### src/rtl/eth_cmd_rx_if.sv
// Byte-stream receive bus from the RGMII SDR stage plus the decoded command and status outputs.
// The slave modport is the command receiver; the master modport is the PHY/consumer side.
interface eth_cmd_rx_if;
  logic        rx_dv;
  logic        rx_er;
  logic [7:0]  rx_data;
  logic        cmd_valid;
  logic [7:0]  cmd_opcode;
  logic [23:0] cmd_arg;
  logic        busy;
  logic [15:0] frame_ok_cnt;
  logic [15:0] frame_drop_cnt;

  modport master (
    output rx_dv, rx_er, rx_data,
    input  cmd_valid, cmd_opcode, cmd_arg, busy, frame_ok_cnt, frame_drop_cnt
  );

  modport slave (
    input  rx_dv, rx_er, rx_data,
    output cmd_valid, cmd_opcode, cmd_arg, busy, frame_ok_cnt, frame_drop_cnt
  );
endinterface

### src/rtl/eth_cmd_rx.sv
// Ethernet II / IPv4 / UDP command receiver: turns one accepted frame into one 32-bit command.
// Optional FCS checking is compiled in when the macro ETH_RX_CRC_EN is defined.
module eth_cmd_rx #(
  parameter logic [47:0] LOCAL_MAC = 48'h000A35000102,
  parameter logic [15:0] CMD_PORT  = 16'h1234,
  parameter int          MAX_FRAME = 1522
) (
  input logic         clk,
  input logic         rst,
  eth_cmd_rx_if.slave bus
);

  localparam logic [2:0] S_IDLE     = 3'd0;
  localparam logic [2:0] S_PREAMBLE = 3'd1;
  localparam logic [2:0] S_HEADER   = 3'd2;
  localparam logic [2:0] S_PAYLOAD  = 3'd3;
  localparam logic [2:0] S_TAIL     = 3'd4;
  localparam logic [2:0] S_FILTER   = 3'd5;
  localparam logic [2:0] S_DROP     = 3'd6;

  localparam logic [10:0] CNT_LIMIT = 11'(MAX_FRAME);
  localparam logic [10:0] CNT_MAX   = 11'(MAX_FRAME + 1);

  logic [2:0]  state_q, state_d;
  logic [10:0] byte_cnt_q, byte_cnt_d;
  logic        reject_q, reject_d;
  logic        mac_local_q, mac_local_d;
  logic        mac_bcast_q, mac_bcast_d;
  logic        len_hi_zero_q, len_hi_zero_d;
  logic        resync_q, resync_d;
  logic [31:0] hold_q, hold_d;
  logic        cmd_valid_q, cmd_valid_d;
  logic [7:0]  opcode_q, opcode_d;
  logic [23:0] arg_q, arg_d;
  logic [15:0] ok_cnt_q, ok_cnt_d;
  logic [15:0] drop_cnt_q, drop_cnt_d;

  logic [7:0]  mac_byte;
  logic        mac_local_now, mac_bcast_now;
  logic        hdr_miss;
  logic [10:0] cnt_inc;
  logic        frame_good, frame_err;
  logic        crc_ok;

  always_comb begin
    mac_byte = 8'h00;
    case (byte_cnt_q[2:0])
      3'd0:    mac_byte = LOCAL_MAC[47:40];
      3'd1:    mac_byte = LOCAL_MAC[39:32];
      3'd2:    mac_byte = LOCAL_MAC[31:24];
      3'd3:    mac_byte = LOCAL_MAC[23:16];
      3'd4:    mac_byte = LOCAL_MAC[15:8];
      3'd5:    mac_byte = LOCAL_MAC[7:0];
      default: mac_byte = 8'h00;
    endcase
    mac_local_now = mac_local_q && (bus.rx_data == mac_byte);
    mac_bcast_now = mac_bcast_q && (bus.rx_data == 8'hFF);

    hdr_miss = 1'b0;
    case (byte_cnt_q)
      11'd5:   hdr_miss = !(mac_local_now || mac_bcast_now);
      11'd12:  hdr_miss = (bus.rx_data != 8'h08);
      11'd13:  hdr_miss = (bus.rx_data != 8'h00);
      11'd14:  hdr_miss = (bus.rx_data != 8'h45);
      11'd23:  hdr_miss = (bus.rx_data != 8'h11);
      11'd36:  hdr_miss = (bus.rx_data != CMD_PORT[15:8]);
      11'd37:  hdr_miss = (bus.rx_data != CMD_PORT[7:0]);
      11'd39:  hdr_miss = len_hi_zero_q && (bus.rx_data < 8'd12);
      default: hdr_miss = 1'b0;
    endcase

    cnt_inc = (byte_cnt_q == CNT_MAX) ? byte_cnt_q : byte_cnt_q + 11'd1;
  end

  // resync_q masks the error count for the tail of a frame that a mid-frame reset cut into.
  always_comb begin
    state_d       = state_q;
    byte_cnt_d    = byte_cnt_q;
    reject_d      = reject_q;
    mac_local_d   = mac_local_q;
    mac_bcast_d   = mac_bcast_q;
    len_hi_zero_d = len_hi_zero_q;
    resync_d      = resync_q && bus.rx_dv;
    hold_d        = hold_q;
    frame_good    = 1'b0;
    frame_err     = 1'b0;

    case (state_q)
      S_IDLE: begin
        if (bus.rx_dv) begin
          if (bus.rx_data == 8'h55) begin
            state_d    = S_PREAMBLE;
            byte_cnt_d = 11'd1;
          end else if (bus.rx_data == 8'hD5) begin
            state_d       = S_HEADER;
            byte_cnt_d    = 11'd0;
            reject_d      = 1'b0;
            mac_local_d   = 1'b1;
            mac_bcast_d   = 1'b1;
            len_hi_zero_d = 1'b1;
          end else begin
            state_d   = S_DROP;
            frame_err = !resync_q;
          end
        end
      end

      S_PREAMBLE: begin
        if (!bus.rx_dv) begin
          state_d   = S_IDLE;
          frame_err = 1'b1;
        end else if (bus.rx_er) begin
          state_d   = S_DROP;
          frame_err = 1'b1;
        end else if (bus.rx_data == 8'hD5) begin
          state_d       = S_HEADER;
          byte_cnt_d    = 11'd0;
          reject_d      = 1'b0;
          mac_local_d   = 1'b1;
          mac_bcast_d   = 1'b1;
          len_hi_zero_d = 1'b1;
        end else if ((bus.rx_data == 8'h55) && (byte_cnt_q < 11'd7)) begin
          byte_cnt_d = byte_cnt_q + 11'd1;
        end else begin
          state_d   = S_DROP;
          frame_err = 1'b1;
        end
      end

      S_HEADER: begin
        if (!bus.rx_dv) begin
          state_d   = S_IDLE;
          frame_err = !reject_q;
        end else if (bus.rx_er) begin
          if (reject_q || hdr_miss) begin
            state_d = S_FILTER;
          end else begin
            state_d   = S_DROP;
            frame_err = 1'b1;
          end
        end else begin
          byte_cnt_d = cnt_inc;
          reject_d   = reject_q || hdr_miss;
          if (byte_cnt_q < 11'd6) begin
            mac_local_d = mac_local_now;
            mac_bcast_d = mac_bcast_now;
          end
          if (byte_cnt_q == 11'd38) begin
            len_hi_zero_d = (bus.rx_data == 8'h00);
          end
          if (byte_cnt_q == 11'd41) begin
            state_d = (reject_q || hdr_miss) ? S_FILTER : S_PAYLOAD;
          end
        end
      end

      S_PAYLOAD: begin
        if (!bus.rx_dv) begin
          state_d   = S_IDLE;
          frame_err = 1'b1;
        end else if (bus.rx_er) begin
          state_d   = S_DROP;
          frame_err = 1'b1;
        end else begin
          byte_cnt_d = cnt_inc;
          hold_d     = {hold_q[23:0], bus.rx_data};
          if (byte_cnt_q == 11'd45) begin
            state_d = S_TAIL;
          end
        end
      end

      S_TAIL: begin
        if (!bus.rx_dv) begin
          state_d    = S_IDLE;
          frame_good = crc_ok;
          frame_err  = !crc_ok;
        end else if (bus.rx_er || (byte_cnt_q >= CNT_LIMIT)) begin
          state_d   = S_DROP;
          frame_err = 1'b1;
        end else begin
          byte_cnt_d = cnt_inc;
        end
      end

      S_FILTER, S_DROP: begin
        if (!bus.rx_dv) begin
          state_d = S_IDLE;
        end
      end

      default: state_d = S_IDLE;
    endcase
  end

  always_comb begin
    cmd_valid_d = frame_good;
    opcode_d    = frame_good ? hold_q[31:24] : opcode_q;
    arg_d       = frame_good ? hold_q[23:0]  : arg_q;
    ok_cnt_d    = (frame_good && (ok_cnt_q != 16'hFFFF)) ? ok_cnt_q + 16'd1 : ok_cnt_q;
    drop_cnt_d  = (frame_err && (drop_cnt_q != 16'hFFFF)) ? drop_cnt_q + 16'd1 : drop_cnt_q;
  end

  always_ff @(posedge clk or posedge rst) begin
    if (rst) begin
      state_q       <= S_IDLE;
      byte_cnt_q    <= 11'd0;
      reject_q      <= 1'b0;
      mac_local_q   <= 1'b0;
      mac_bcast_q   <= 1'b0;
      len_hi_zero_q <= 1'b0;
      resync_q      <= 1'b1;
      hold_q        <= 32'h0;
      cmd_valid_q   <= 1'b0;
      opcode_q      <= 8'h00;
      arg_q         <= 24'h0;
      ok_cnt_q      <= 16'h0;
      drop_cnt_q    <= 16'h0;
    end else begin
      state_q       <= state_d;
      byte_cnt_q    <= byte_cnt_d;
      reject_q      <= reject_d;
      mac_local_q   <= mac_local_d;
      mac_bcast_q   <= mac_bcast_d;
      len_hi_zero_q <= len_hi_zero_d;
      resync_q      <= resync_d;
      hold_q        <= hold_d;
      cmd_valid_q   <= cmd_valid_d;
      opcode_q      <= opcode_d;
      arg_q         <= arg_d;
      ok_cnt_q      <= ok_cnt_d;
      drop_cnt_q    <= drop_cnt_d;
    end
  end

`ifdef ETH_RX_CRC_EN
  // Reflected CRC-32; after data plus FCS the bit-reversed register lands on the fixed residue.
  localparam logic [31:0] CRC_RESIDUE = 32'hC704DD7B;

  logic [31:0] crc_q, crc_d, crc_rev;
  logic        crc_start, crc_en;

  function automatic logic [31:0] crc_byte(input logic [31:0] crc, input logic [7:0] data);
    logic [31:0] c;
    c = crc ^ {24'h0, data};
    for (int i = 0; i < 8; i++) begin
      c = c[0] ? ((c >> 1) ^ 32'hEDB88320) : (c >> 1);
    end
    return c;
  endfunction

  always_comb begin
    crc_start = (state_d == S_HEADER) && (state_q != S_HEADER);
    crc_en    = bus.rx_dv && ((state_q == S_HEADER) || (state_q == S_PAYLOAD) ||
                              (state_q == S_TAIL));
    crc_d     = crc_q;
    if (crc_start) begin
      crc_d = 32'hFFFFFFFF;
    end else if (crc_en) begin
      crc_d = crc_byte(crc_q, bus.rx_data);
    end
    for (int i = 0; i < 32; i++) begin
      crc_rev[i] = crc_q[31-i];
    end
  end

  assign crc_ok = (crc_rev == CRC_RESIDUE);

  always_ff @(posedge clk or posedge rst) begin
    if (rst) begin
      crc_q <= 32'hFFFFFFFF;
    end else begin
      crc_q <= crc_d;
    end
  end
`else
  assign crc_ok = 1'b1;
`endif

  assign bus.cmd_valid      = cmd_valid_q;
  assign bus.cmd_opcode     = opcode_q;
  assign bus.cmd_arg        = arg_q;
  assign bus.busy           = (state_q != S_IDLE);
  assign bus.frame_ok_cnt   = ok_cnt_q;
  assign bus.frame_drop_cnt = drop_cnt_q;

endmodule

### src/flat_wrapper.sv
// flat-port wrapper written by rule: the top's interface ports become plain ports
module eth_cmd_rx_flat 
#(
  parameter logic [47:0] LOCAL_MAC = 48'h000A35000102,
  parameter logic [15:0] CMD_PORT  = 16'h1234,
  parameter int          MAX_FRAME = 1522
)
  (clk, rst, bus_rx_dv, bus_rx_er, bus_rx_data, bus_cmd_valid, bus_cmd_opcode, bus_cmd_arg, bus_busy, bus_frame_ok_cnt, bus_frame_drop_cnt);
  eth_cmd_rx_if bus_i ();
  input logic clk;
  input logic rst;
  input wire logic [$bits(bus_i.rx_dv)-1:0] bus_rx_dv;
  input wire logic [$bits(bus_i.rx_er)-1:0] bus_rx_er;
  input wire logic [$bits(bus_i.rx_data)-1:0] bus_rx_data;
  output wire logic [$bits(bus_i.cmd_valid)-1:0] bus_cmd_valid;
  output wire logic [$bits(bus_i.cmd_opcode)-1:0] bus_cmd_opcode;
  output wire logic [$bits(bus_i.cmd_arg)-1:0] bus_cmd_arg;
  output wire logic [$bits(bus_i.busy)-1:0] bus_busy;
  output wire logic [$bits(bus_i.frame_ok_cnt)-1:0] bus_frame_ok_cnt;
  output wire logic [$bits(bus_i.frame_drop_cnt)-1:0] bus_frame_drop_cnt;
  assign bus_i.rx_dv = bus_rx_dv;
  assign bus_i.rx_er = bus_rx_er;
  assign bus_i.rx_data = bus_rx_data;
  assign bus_cmd_valid = bus_i.cmd_valid;
  assign bus_cmd_opcode = bus_i.cmd_opcode;
  assign bus_cmd_arg = bus_i.cmd_arg;
  assign bus_busy = bus_i.busy;
  assign bus_frame_ok_cnt = bus_i.frame_ok_cnt;
  assign bus_frame_drop_cnt = bus_i.frame_drop_cnt;
  eth_cmd_rx #(.LOCAL_MAC(LOCAL_MAC), .CMD_PORT(CMD_PORT), .MAX_FRAME(MAX_FRAME)) u_core (.clk(clk), .rst(rst), .bus(bus_i));
endmodule
### config.mk
export PLATFORM = sky130hd
export DESIGN_NAME = eth_cmd_rx_flat
export DESIGN_NICKNAME = d
export VERILOG_FILES = /design/src/rtl/eth_cmd_rx_if.sv /design/src/rtl/eth_cmd_rx.sv /design/src/flat_wrapper.sv
export SDC_FILE = /design/constraint.sdc
export NUM_CORES = 1
export LEC_CHECK = 0
export BUFFER_PORTS_ARGS = -buffer_cell sky130_fd_sc_hd__buf_4
export CAP_MARGIN = 15
export CORE_MARGIN = 8
export CORE_UTILIZATION = 45
export DETAILED_ROUTE_END_ITERATION = 8
export GPL_TIMING_DRIVEN = 0
export REMOVE_ABC_BUFFERS = 1
export SLEW_MARGIN = 10
export SYNTH_ARGS = -nofsm -noshare
export SYNTH_HDL_FRONTEND = slang
export SYNTH_SLANG_ARGS = --single-unit
### constraint.sdc
create_clock -name clk -period 10.59 [get_ports clk]
set_input_delay 2.118 -clock clk [delete_from_list [all_inputs] [get_ports clk]]
set_output_delay 2.118 -clock clk [all_outputs]
set_load 0.005 [all_outputs]
---- Word level (Yosys, flattened, before mapping) ----
Cells that the tools add are included.
Widths: inputs -> output; s select.
storage, ports and cells
  flip-flop bits (word level) ............. 116
  input port bits ......................... 12
  output and inout port bits .............. 66
operators by class
  $add $sub $neg .......................... 3
  $lt $le $gt $ge ......................... 4
  eq/ne operators ......................... 52
  multiplexer cells ....................... 86
  bitwise operators ....................... 1
  reduce and logical (&&, ||, !) cells .... 27
operators with widths
  kind                   number
  $mux 11                12
  $eq 11x6->1 const B    6
  $mux 3                 17
  $mux 1                 47
  $pmux 11 s4            1
  $eq 11x4->1 const B    3
  $add 16x1->16 const B  2
  $ne 16x16->1 const B   2
  $pmux 6 s4             1
  $lt 11x3->1 const B    2
  $ne 2x2->1 const B     10
  $pmux 3 s6             1
  $eq 8x8->1 const B     2
  $ne 8x5->1 const B     2
  $reduce_and 8->1       2
  $eq 3x3->1 const B     5
  $pmux 1 s3             4
  $add 11x1->11 const B  1
  $eq 11x11->1 const B   1
  $eq 11x3->1 const B    1
  $eq 11x5->1 const B    1
  $ge 11x11->1 const B   1
  $reduce_and 10->1      1
  $eq 3x2->1 const B     3
  28 further kinds       45

---- Logic depth before layout (Yosys ltp) ----
Gate-level depths: netlist of the first run.
  depth after elaboration ................. 13
  gate-level depth with buffers ........... 12
  gate-level depth less buffers ........... 11

---- Worst setup path after synthesis of the first run ----
OpenSTA, ideal clock, no wires.
  path kind ............................... input to register
  start point ............................. input bus_rx_data[5]
  end point ............................... register u_core.drop_cnt_q[15], in the netlist u_core.bus.frame_drop_cnt[15]
  library setup time ...................... 0.123 ns
  data arrival time ....................... 4.155 ns
  setup slack ............................. 6.312 ns
  cell stages on the path ................. 9
  buffers on the path ..................... 2
  cells stage by stage .................... clkbuf_1 or4_1 a211o_1 a21o_1 o31ai_2 o41a_2 buf_6 nand4_1 xnor2_1
on the way
  word-level cells in the longest chain between the ends .. 11
  elaborated cells on any way between the ends .. 31
  those cells by class .................... order compare: 1; eq/ne: 9; mux: 12; reduce/logical: 9
RTL lines
  what                                                                RTL line            source
  from (decl)                                                         flat_wrapper.sv:14  input wire logic [$bits(bus_i.rx_data)-1:0] bus_rx_data;
  parallel branches: the longest is 9 deep, another holds $lt 8x4->1  n/a
  $pmux 1 s5 *                                                        eth_cmd_rx.sv:88    case (state_q)
  $logic_and 1x1->1 *                                                 eth_cmd_rx.sv:201   drop_cnt_d = (frame_err && (drop_cnt_q != 16'hFFFF)) ? drop_cnt_q + 16'd1 : drop_cnt_q;
  to (signal assigned)                                                eth_cmd_rx.sv:232   drop_cnt_q <= drop_cnt_d;
  to (decl)                                                           eth_cmd_rx.sv:36    logic [15:0] drop_cnt_q, drop_cnt_d;
Mark *: on every way between the ends.
A chain may end at the register's enable or synchronous reset.

---- Worst setup path after layout of the first run ----
  start point ............................. input bus_rx_data[6]
  end point ............................... register u_core.drop_cnt_q[1], in the netlist u_core.bus.frame_drop_cnt[1]
Same word-level chain as after synthesis.

==> results of run 1 <==
-- critical path: cells and delay by family --
family,cells,cell delay [ns]
and+or+nand+nor,1,0.43
muxes,1,0.37
buffers and inverters,1,0.13
AOI/OAI and AO/OA,6,1.51
-- flip-flops by register name, summed over array words and instances, names as in the netlist --
register	count
u_core.bus.cmd_arg	24
u_core.bus.cmd_opcode	8
u_core.bus.cmd_valid	1
u_core.bus.frame_drop_cnt	16
u_core.bus.frame_ok_cnt	16
u_core.byte_cnt_q	11
u_core.hold_q	32
u_core.len_hi_zero_q	1
u_core.mac_bcast_q	1
u_core.mac_local_q	1
u_core.reject_q	1
u_core.resync_q	1
u_core.state_q	3
-- routing by layer --
layer | track usage [%] | vias to the layer above | share of wire, %
met2 | 25.3 | 136 | 49
li1 | - | 2008 | -
met4 | 6.63 | 0 | 2.0
met3 | 5.13 | 24 | 5.5
met1 | 20.3 | 2113 | 44
met5 | 0 | - | 0
-- cells in the final DEF, fill, tap and decap left out, types with 3 or more instances in the layout --
cell type,netlist,layout
o31a_1,3,3
nand2_1,44,44
nor2b_1,9,9
clkbuf_16,0,17
and2_1,4,4
xnor2_1,30,30
nand4_1,12,12
o31ai_1,3,3
clkbuf_8,0,3
mux2_2,65,65
nand2b_1,3,3
buf_4,0,77
nand3b_1,3,3
ha_1,6,6
and4_1,5,5
nor3_1,12,12
nand3_1,24,23
clkinvlp_4,0,4
inv_1,13,12
and3_1,11,11
nor2_1,34,33
dfrtp_1,115,115
o21ai_0,15,15
a21oi_1,17,17
or3_1,3,3
a31oi_1,5,5
nor4_1,4,4
xor2_1,16,16
-- where the power goes --
| part | switching (µW) | internal, µW | total [µW] | leakage [µW] |
|---|---|---|---|---|
| clock network | 201 | 365 | 566 | 0.000282 |
| registers | 96.4 | 517 | 613 | 0.00158 |
| logic | 211 | 206 | 417 | 0.00150 |
| total | 509 | 1090 | 1600 | 0.00336 |
-- worst paths after layout --
path / start / endpoint / slack, ns
min in group asynchronous: rst / u_core.bus.frame_drop_cnt[15] / 1.74
min reg2reg: u_core.bus.frame_ok_cnt[7] / u_core.bus.frame_ok_cnt[7] / 0.49
max in group asynchronous: rst / u_core.bus.cmd_arg[10] / 8.16
min: u_core.bus.frame_ok_cnt[7] / u_core.bus.frame_ok_cnt[7] / 0.49
max: bus_rx_data[6] / u_core.bus.frame_drop_cnt[1] / 6.32
max reg2reg: u_core.byte_cnt_q[3] / u_core.bus.frame_drop_cnt[1] / 7.14
-- cells by family (layout without fill, tap and decap cells) --
family                   count (synthesis)  count (layout)  share of synthesized area, %
AO/OA/AOI/OAI                           70              70                          8.55
XOR/XNOR                                46              46                          7.06
adder cells (fa/ha/maj)                  6               6                          1.31
buffers and inverters                   40             125                          2.91
flip-flops                             116             116                          50.9
multiplexers                            67              67                          13.2
AND/OR/NAND/NOR                        177             177                          16.1
-- cell type report --
type	instances	area, µm²	share of cell area [%]
inverters	13	53.8	0.760
clock inverters	11	126	1.79
well taps	172	215	3.04
flip-flops and latches	116	2900	41.0
multi-input cells	366	2650	37.5
repair buffers	80	653	9.23
clock buffers	21	470	6.65
-- through the flow --
step | total power, µW | cell area (µm²) | cells | utilization [%]
6_report | 1600 | 7080 | 779 | 56.5
5_1_grt | 1690 | 7080 | 779 | 56.5
4_1_cts | 1610 | 7080 | 779 | 56.5
3_5_place_dp | 1040 | 6480 | 747 | 51.8
3_3_place_gp | 1020 | 6390 | 744 | 51.0
2_1_floorplan | 865 | 5590 | 495 | -
==> impl_metrics.yaml, run 1 <==
sta:
  setup_viol: 0
  slew_headroom_pct: 56.2
  drv_slew: 0
  clock.fmax_mhz: 234
  hold_viol: 0
  hold_slack_ns: 0.490
  finalSetupTns_ns: 0
  rsz0062_at_grt: "false"
  finalCritPeriodShare_pct: 40.4
  layout_setup_ws_ns: 6.32
  max_slew.worst_pin.slew_ns: 0.652
  period_minus_slack_ns: 4.27
  finClkSkew_ns: 0.0116
global_routing:
  grt_pass1_wl_mm: 21.4
  grt_usage_pct: 16.1
  antenna_found_initial: 0
  grt_overflow_total: 0
  grt_pass1_vias: 4192
  grt_max_degree: 67
clock_network:
  postCtsHoldBufs: 0
  clk_latency_ns: 0.41
  clk_path_buf_depth: 2
  tritoncts: "yes"
  clockRootBuffer: "clkbuf_16"
  clk_pin_slew_worst_paths_ns: 0.05
  htreeDepth: 4
  clock-sinks: 116
  numCtsBuffers: 17
  post-cts-setup-buffer-count: 0
  ctsResizeCount: 0
power:
  power_leakage_uw: 0.00336
  ir_drop_uv: 152
  p_per_area_mw_per_mm2: 226
final_layout:
  drive_gt1_share_pct: 31.0
  num_antenna_cells: 0
  final_nets: 612
  fillers: 1158
  area_growth_pct: 23.9
logic_synthesis:
  synth-seq-area-share_pct: 50.9
  ys.flop_type: "dfrtp_1"
  synth.area.top_cells: "dfrtp_1 50%, mux2_2 13%, xnor2_1 4.6%, nand2_1 2.9%, xor2_1 2.5%"
  ys_seq_elements: 116
  syn-cell-area_mm2: 0.00571
  synth_edf_count: 0
  yosys-top-cells-count: "115 x dfrtp_1, 65 x mux2_2, 44 x nand2_1"
  synth_cell_types: 59
  yosysWarnings: 0
  synthCells: 522
  yosysMostFrequentCell: "dfrtp_1"
  synth_top_area_share_pct: 50.4
  async_flop_share_pct: 100
  synth_top_cell_by_area: "dfrtp_1"
  syn_avg_cell_area_um2: 10.9
setup_path:
  critPathMaxStageDelay_ns: 0.43
  cp-end-kind: "flip-flop"
  critPathArrivalTime_ns: 4.57
  start_kind: "input pin"
  cp.required_ns: 10.88
  slowest_stage: "nor4_1"
  path_cells: "buf_4 > nor4_1 > a21oi_1 > a41oi_1 > o31ai_1 > a21o_1 > o31ai_2 > o41a_2 > mux2_2"
  path_max_fanout: 15
  worstSetupPathType: "input pin to flip-flop"
  ff2ff_path_depth: 8
floorplanning:
  start_util_pct: 45.6
  top_level_ports: 78
  dieHeight_um: 129
  core_area_mm2: 0.0125
  dieArea_mm2: 0.0166
  num_rows: 41
  die_w_um: 129
min_path:
  hold_depth: 1
  hold_class: "flip-flop to flip-flop"
place:
  place_ws_ns: 5.90
  post-dp-hpwl_mm: 8.90
  port_buffers: 77
  gp_congestion: 0.889
drt:
  vias_per_cell: 5.50
  wl_mm: 12.8
  wl_per_cell_um: 16.5
  ant_nets: 0
  dr.pass1.iters: 5
  drc: 0
  dr_total_vias: 4281
  drtIter0Drc: 413
run_status:
  outcome: "finished, final reports clean"
flow_run:
  maxCapViolCount: 0
Power figures use the tool's default switching activity.
==> run 2, diff against run 1 <==
Settings changed: PLACE_DENSITY from default to 0.67.
Clock period 10.59 ns to 3.6 ns, I/O delays scaled along.
==> run 2 against run 1 <==
Against the previous run:
- worst setup slack worse by 6.1 ns
- core utilization is 0.14 points higher
- clock skew decreased by 0.0043 ns
- critical endpoint unchanged
- cell count did not move
- first-iteration DRC count down 22%
- highest routed layer unchanged
- sequential cell count unchanged
- combinational power increased to 2.9 times the previous value
- die area did not move
- count of clock-buffer cells in the layout increased by 3
- register-to-register slack got worse by 6.9 ns
- power rose to 3.0 times the previous value
- worst hold slack worse by 0.16 ns
==> impl_metrics.yaml, run 2 (synthesis gave the netlist of run 1 again) <==
floorplanning:
  dieHeight_um: 129
  start_util_pct: 45.6
  num_rows: 41
  dieArea_mm2: 0.0166
  die_w_um: 129
  core_area_mm2: 0.0125
  top_level_ports: 78
setup_path:
  start_kind: "flip-flop"
  path_cells: "or4b_1 > nor3_1 > xor2_1 > o31ai_1 > a31oi_1 > o31ai_2 > o41a_2 > mux2_2"
  path_max_fanout: 18
  cp.required_ns: 3.89
  worstSetupPathType: "flip-flop to flip-flop"
  critPathMaxStageDelay_ns: 0.69
  slowest_stage: "or4b_1"
  cp-end-kind: "flip-flop"
  critPathArrivalTime_ns: 3.67
place:
  post-dp-hpwl_mm: 8.88
  place_ws_ns: 0.289
  port_buffers: 77
  dp_cells: 747
  gp_congestion: 0.887
final_layout:
  num_antenna_cells: 0
  final_cells: 779
  fillers: 1076
  final_nets: 612
  most-common-layout-cells: "115 x dfrtp_1, 77 x buf_4, 65 x mux2_2"
  max_flop_register: "u_core.hold_q"
  largest_reg_flops: 32
  area_growth_pct: 24.2
  drive_gt1_share_pct: 30.6
  mostFrequentLayoutCell: "dfrtp_1"
global_routing:
  grt_max_degree: 76
  antenna_found_initial: 0
  grt_pass1_wl_mm: 21.5
  grt_pass1_vias: 4321
  grt_usage_pct: 16.2
  grt_overflow_total: 0
power:
  pwr-share-comb_pct: 25.8
  power_leakage_uw: 0.00338
  p_sw_share_pct: 30.8
  p_per_area_mw_per_mm2: 670
  ir_drop_uv: 349
  power_frac_seq_pct: 38.1
  pwr-share-clk_pct: 36.1
  p_int_uw: 3290
  power.total_uw: 4750
  p_sw_uw: 1460
sta:
  clock.fmax_mhz: 296
  drv_slew: 0
  layout_setup_ws_ns: 0.220
  finClkSkew_ns: 0.00734
  rsz0062_at_grt: "false"
  finalCritPeriodShare_pct: 93.9
  hold_viol: 0
  slew_headroom_pct: 51.4
  max_slew.worst_pin.slew_ns: 0.724
  period_minus_slack_ns: 3.38
  setup_viol: 0
drt:
  drtIter0Drc: 321
  vias_per_cell: 5.42
  dr.pass1.iters: 5
  ant_nets: 0
  wl_mm: 12.7
  drc: 0
  dr_total_vias: 4223
  wl_per_cell_um: 16.3
clock_network:
  post-cts-setup-buffer-count: 0
  tritoncts: "yes"
  clk_path_buf_depth: 2
  postCtsHoldBufs: 0
  htreeDepth: 4
  clk_latency_ns: 0.40
  clk_pin_slew_worst_paths_ns: 0.06
  clock-sinks: 116
  numCtsBuffers: 17
  clockRootBuffer: "clkbuf_16"
  ctsResizeCount: 0
flow_run:
  maxCapViolCount: 0
run_status:
  outcome: "finished, final reports clean"
min_path:
  hold_class: "input pin to asynchronous set/reset pin"
==> run 2: changes by cell type in the layout (fill, tap and decap cells not counted) <==
cell        before  now
bufinv_16        2    3
clkbuf_1         1    3
clkbuf_8         3    4
clkinv_4         2    0
clkinvlp_4       4    3
inv_6            2    1
==> run 2: final cells by class <==
cell class	instances	area, µm²	share of cell area [%]
clock buffers	24	492	6.93
clock inverters	8	123	1.73
inverters	13	53.8	0.759
multi-input cells	366	2650	37.4
flip-flops and latches	116	2900	40.9
well taps	172	215	3.03
repair buffers	80	653	9.21
==> run 2: path summary, 6_finish.rpt <==
path                                            start                           end  slack (ns)  cells after the start
max in group asynchronous                         rst      u_core.bus.cmd_opcode[1]        2.60                      3
min                                               rst  u_core.bus.frame_drop_cnt[4]        0.33                      2
min reg2reg                u_core.bus.frame_ok_cnt[7]    u_core.bus.frame_ok_cnt[7]        0.50                      1
min in group clk           u_core.bus.frame_ok_cnt[7]    u_core.bus.frame_ok_cnt[7]        0.50                      1
max                              u_core.byte_cnt_q[3]  u_core.bus.frame_drop_cnt[1]        0.22                      8
max reg2reg                      u_core.byte_cnt_q[3]  u_core.bus.frame_drop_cnt[1]        0.22                      8
==> run 2: power by group through the flow <==
| stage | logic, µW | registers, µW | clock network, µW |
|---|---|---|---|
| 6_report | 1230 | 1810 | 1720 |
| 5_1_grt | 1360 | 1850 | 1820 |
| 4_1_cts | 1240 | 1810 | 1750 |
| 3_5_place_dp | 1220 | 1820 | 0 |
| 3_3_place_gp | 1160 | 1810 | 0 |
| 2_1_floorplan | 787 | 1760 | 0 |
==> run 2: critical path, delay by kind of cell, from the launching register on <==
kind / cells / cell delay, ns
flip-flops: 1 / 0.59
AND/OR/NAND/NOR: 2 / 0.94
XOR/XNOR: 1 / 0.10
multiplexers: 1 / 0.37
AO/OA/AOI/OAI: 4 / 1.25
==> run 2: metrics by stage <==
stage               util [%]  hold WS [ns]  area [µm²]  TNS (ns)
floorplan                  -         0.462        5590    -21.94
global placement        51.0         0.475        6390   -177.56
detailed placement      51.8         0.488        6480         0
CTS                     56.7         0.324        7090         0
global route            56.7         0.344        7090         0
finish                  56.7         0.328        7090         0
==> run 2: layer usage <==
metal | vias up | share of wire, % | global-route usage (%)
met4 | 0 | 2.7 | 7.53
met2 | 104 | 51 | 26.6
met5 | - | 0 | 0
met3 | 27 | 4.3 | 3.97
li1 | 2010 | - | -
met1 | 2082 | 42 | 19.8
==> run 3, diff against run 2 <==
Settings changed: PLACE_DENSITY 0.67 to 0.78.
==> run 3 against run 2 <==
Against the previous run:
- via count up 2.0%
- maximum frequency up 1.7%
- cell area up 0.25%
- power up 0.76%
- sequential share of layout area down 0.10 points
- critical path type unchanged
==> impl_metrics.yaml, run 3 (synthesis gave the netlist of run 1 again) <==
final_layout:
  num_antenna_cells: 0
  area_growth_pct: 24.5
  max_flop_register: "u_core.hold_q"
  fillers: 1025
  mostFrequentLayoutCell: "dfrtp_1"
  seq_area_mm2: 0.00290
  drive_gt1_share_pct: 30.8
  final_nets: 612
  multi_input_area_mm2: 0.00266
  post-route-util_pct: 56.8
  design_area_mm2: 0.00711
  largest_reg_flops: 32
  most-common-layout-cells: "115 x dfrtp_1, 77 x buf_4, 65 x mux2_2"
sta:
  hold_viol: 0
  period_minus_slack_ns: 3.32
  drv_slew: 0
  hold_slack_ns: 0.249
  setup_viol: 0
  layout_setup_ws_ns: 0.277
  max_slew.worst_pin.slew_ns: 0.685
  clock.fmax_mhz: 301
  slew_headroom_pct: 54.0
  finalSetupTns_ns: 0
  rsz0062_at_grt: "false"
  finClkSkew_ns: 0.00963
  finalCritPeriodShare_pct: 92.3
setup_path:
  path_cells: "or4b_1 > nor3_1 > xor2_1 > o31ai_1 > a31oi_1 > o31ai_2 > o41a_4 > mux2_2"
  path_max_fanout: 18
  cp.required_ns: 3.89
  worstSetupPathType: "flip-flop to flip-flop"
  critPathArrivalTime_ns: 3.61
  cpLargestDelayFamily: "compound AO/OA/AOI/OAI gates"
  slowest_stage: "or4b_1"
  cp-end-kind: "flip-flop"
  path_buf_inv: 0
  start_kind: "flip-flop"
  critPathMaxStageDelay_ns: 0.69
clock_network:
  htreeDepth: 4
  tritoncts: "yes"
  clk_pin_slew_worst_paths_ns: 0.05
  clockRootBuffer: "clkbuf_16"
  clock-sinks: 116
  clk_path_buf_depth: 2
  post-cts-setup-buffer-count: 0
  numCtsBuffers: 17
  clk_latency_ns: 0.41
flow_run:
  maxCapViolCount: 0
floorplanning:
  core_area_mm2: 0.0125
  dieHeight_um: 129
  start_util_pct: 45.6
  die_w_um: 129
  num_rows: 41
  dieArea_mm2: 0.0166
  top_level_ports: 78
global_routing:
  grt_overflow_total: 0
  grt_max_degree: 96
  grt_pass1_wl_mm: 21.2
  antenna_found_initial: 0
  grt_pass1_vias: 4303
  grt_usage_pct: 16.0
drt:
  vias_per_cell: 5.53
  dr.pass1.iters: 5
  dr_total_vias: 4309
  wl_per_cell_um: 16.4
  wl_mm: 12.8
  drc: 0
  drtIter0Drc: 456
  ant_nets: 0
place:
  postPlaceCellArea_mm2: 0.00648
  port_buffers: 77
  gp_congestion: 0.891
  place_ws_ns: 0.270
  post-dp-hpwl_mm: 8.94
power:
  pwr-share-clk_pct: 36.2
  ir_drop_uv: 397
  pwr-share-comb_pct: 26.0
  p_per_area_mw_per_mm2: 673
  p_sw_uw: 1470
  power_leakage_uw: 0.00339
  p_sw_share_pct: 30.8
  p_int_uw: 3310
  power_frac_seq_pct: 37.8
min_path:
  hold_class: "input pin to asynchronous set/reset pin"
run_status:
  outcome: "finished, final reports clean"
run 3: final timing paths:
path                                       startpoint                           end  slack (ns)  cells after the start
setup / recovery                 u_core.byte_cnt_q[3]  u_core.bus.frame_drop_cnt[1]        0.28                      8
hold / removal                                    rst    u_core.bus.frame_ok_cnt[4]        0.25                      2
setup reg to reg                 u_core.byte_cnt_q[3]  u_core.bus.frame_drop_cnt[1]        0.28                      8
hold reg to reg            u_core.bus.frame_ok_cnt[7]    u_core.bus.frame_ok_cnt[7]        0.49                      1
max in group asynchronous                         rst          u_core.byte_cnt_q[1]        2.63                      3
min in group clk           u_core.bus.frame_ok_cnt[7]    u_core.bus.frame_ok_cnt[7]        0.49                      1
run 3: power by group through the flow:
stage          combinational (µW)  sequential, µW  clock, µW
2_1_floorplan                 787            1760          0
4_1_cts                      1230            1810       1760
5_1_grt                      1350            1850       1830
6_report                     1240            1810       1730
3_3_place_gp                 1150            1810          0
3_5_place_dp                 1230            1820          0
run 3: cell type report:
| cell class | count | area share (%) |
|---|---|---|
| Sequential cell | 116 | 40.8 |
| Multi-Input combinational cell | 366 | 37.4 |
| Timing Repair Buffer | 80 | 9.19 |
| Clock buffer | 24 | 7.06 |
| Tap cell | 172 | 3.03 |
| Clock inverter | 8 | 1.71 |
| Inverter | 13 | 0.757 |
run 3: worst register-to-register path: stages (launching register included):
cell and delay (ns):
dfrtp_1 0.58, or4b_1 0.70, nor3_1 0.24, xor2_1 0.09, o31ai_1 0.26, a31oi_1 0.26
o31ai_2 0.40, o41a_4 0.33, mux2_2 0.35
run 3: metrics by stage:
| stage | power [µW] | instances |
|---|---|---|
| after global placement | 2960 | 744 |
| after floorplan | 2540 | 495 |
| final | 4790 | 779 |
| after global routing | 5020 | 779 |
| after CTS | 4800 | 779 |
| after detailed placement | 3050 | 747 |
run 3: layer usage:
metal / vias up / routed length [µm] / GRT usage (%)
met5: - / 0 / 0
met2: 149 / 6400 / 26.0
met3: 16 / 744 / 4.47
met4: 0 / 235 / 7.60
met1: 2131 / 5390 / 19.2
li1: 2013 / - / -
run 3: timing repair:
action / CTS / global route
endpoints found under the setup margin: 0 / 1
resized for setup: 0 / 1
hold buffers: 0 / 0
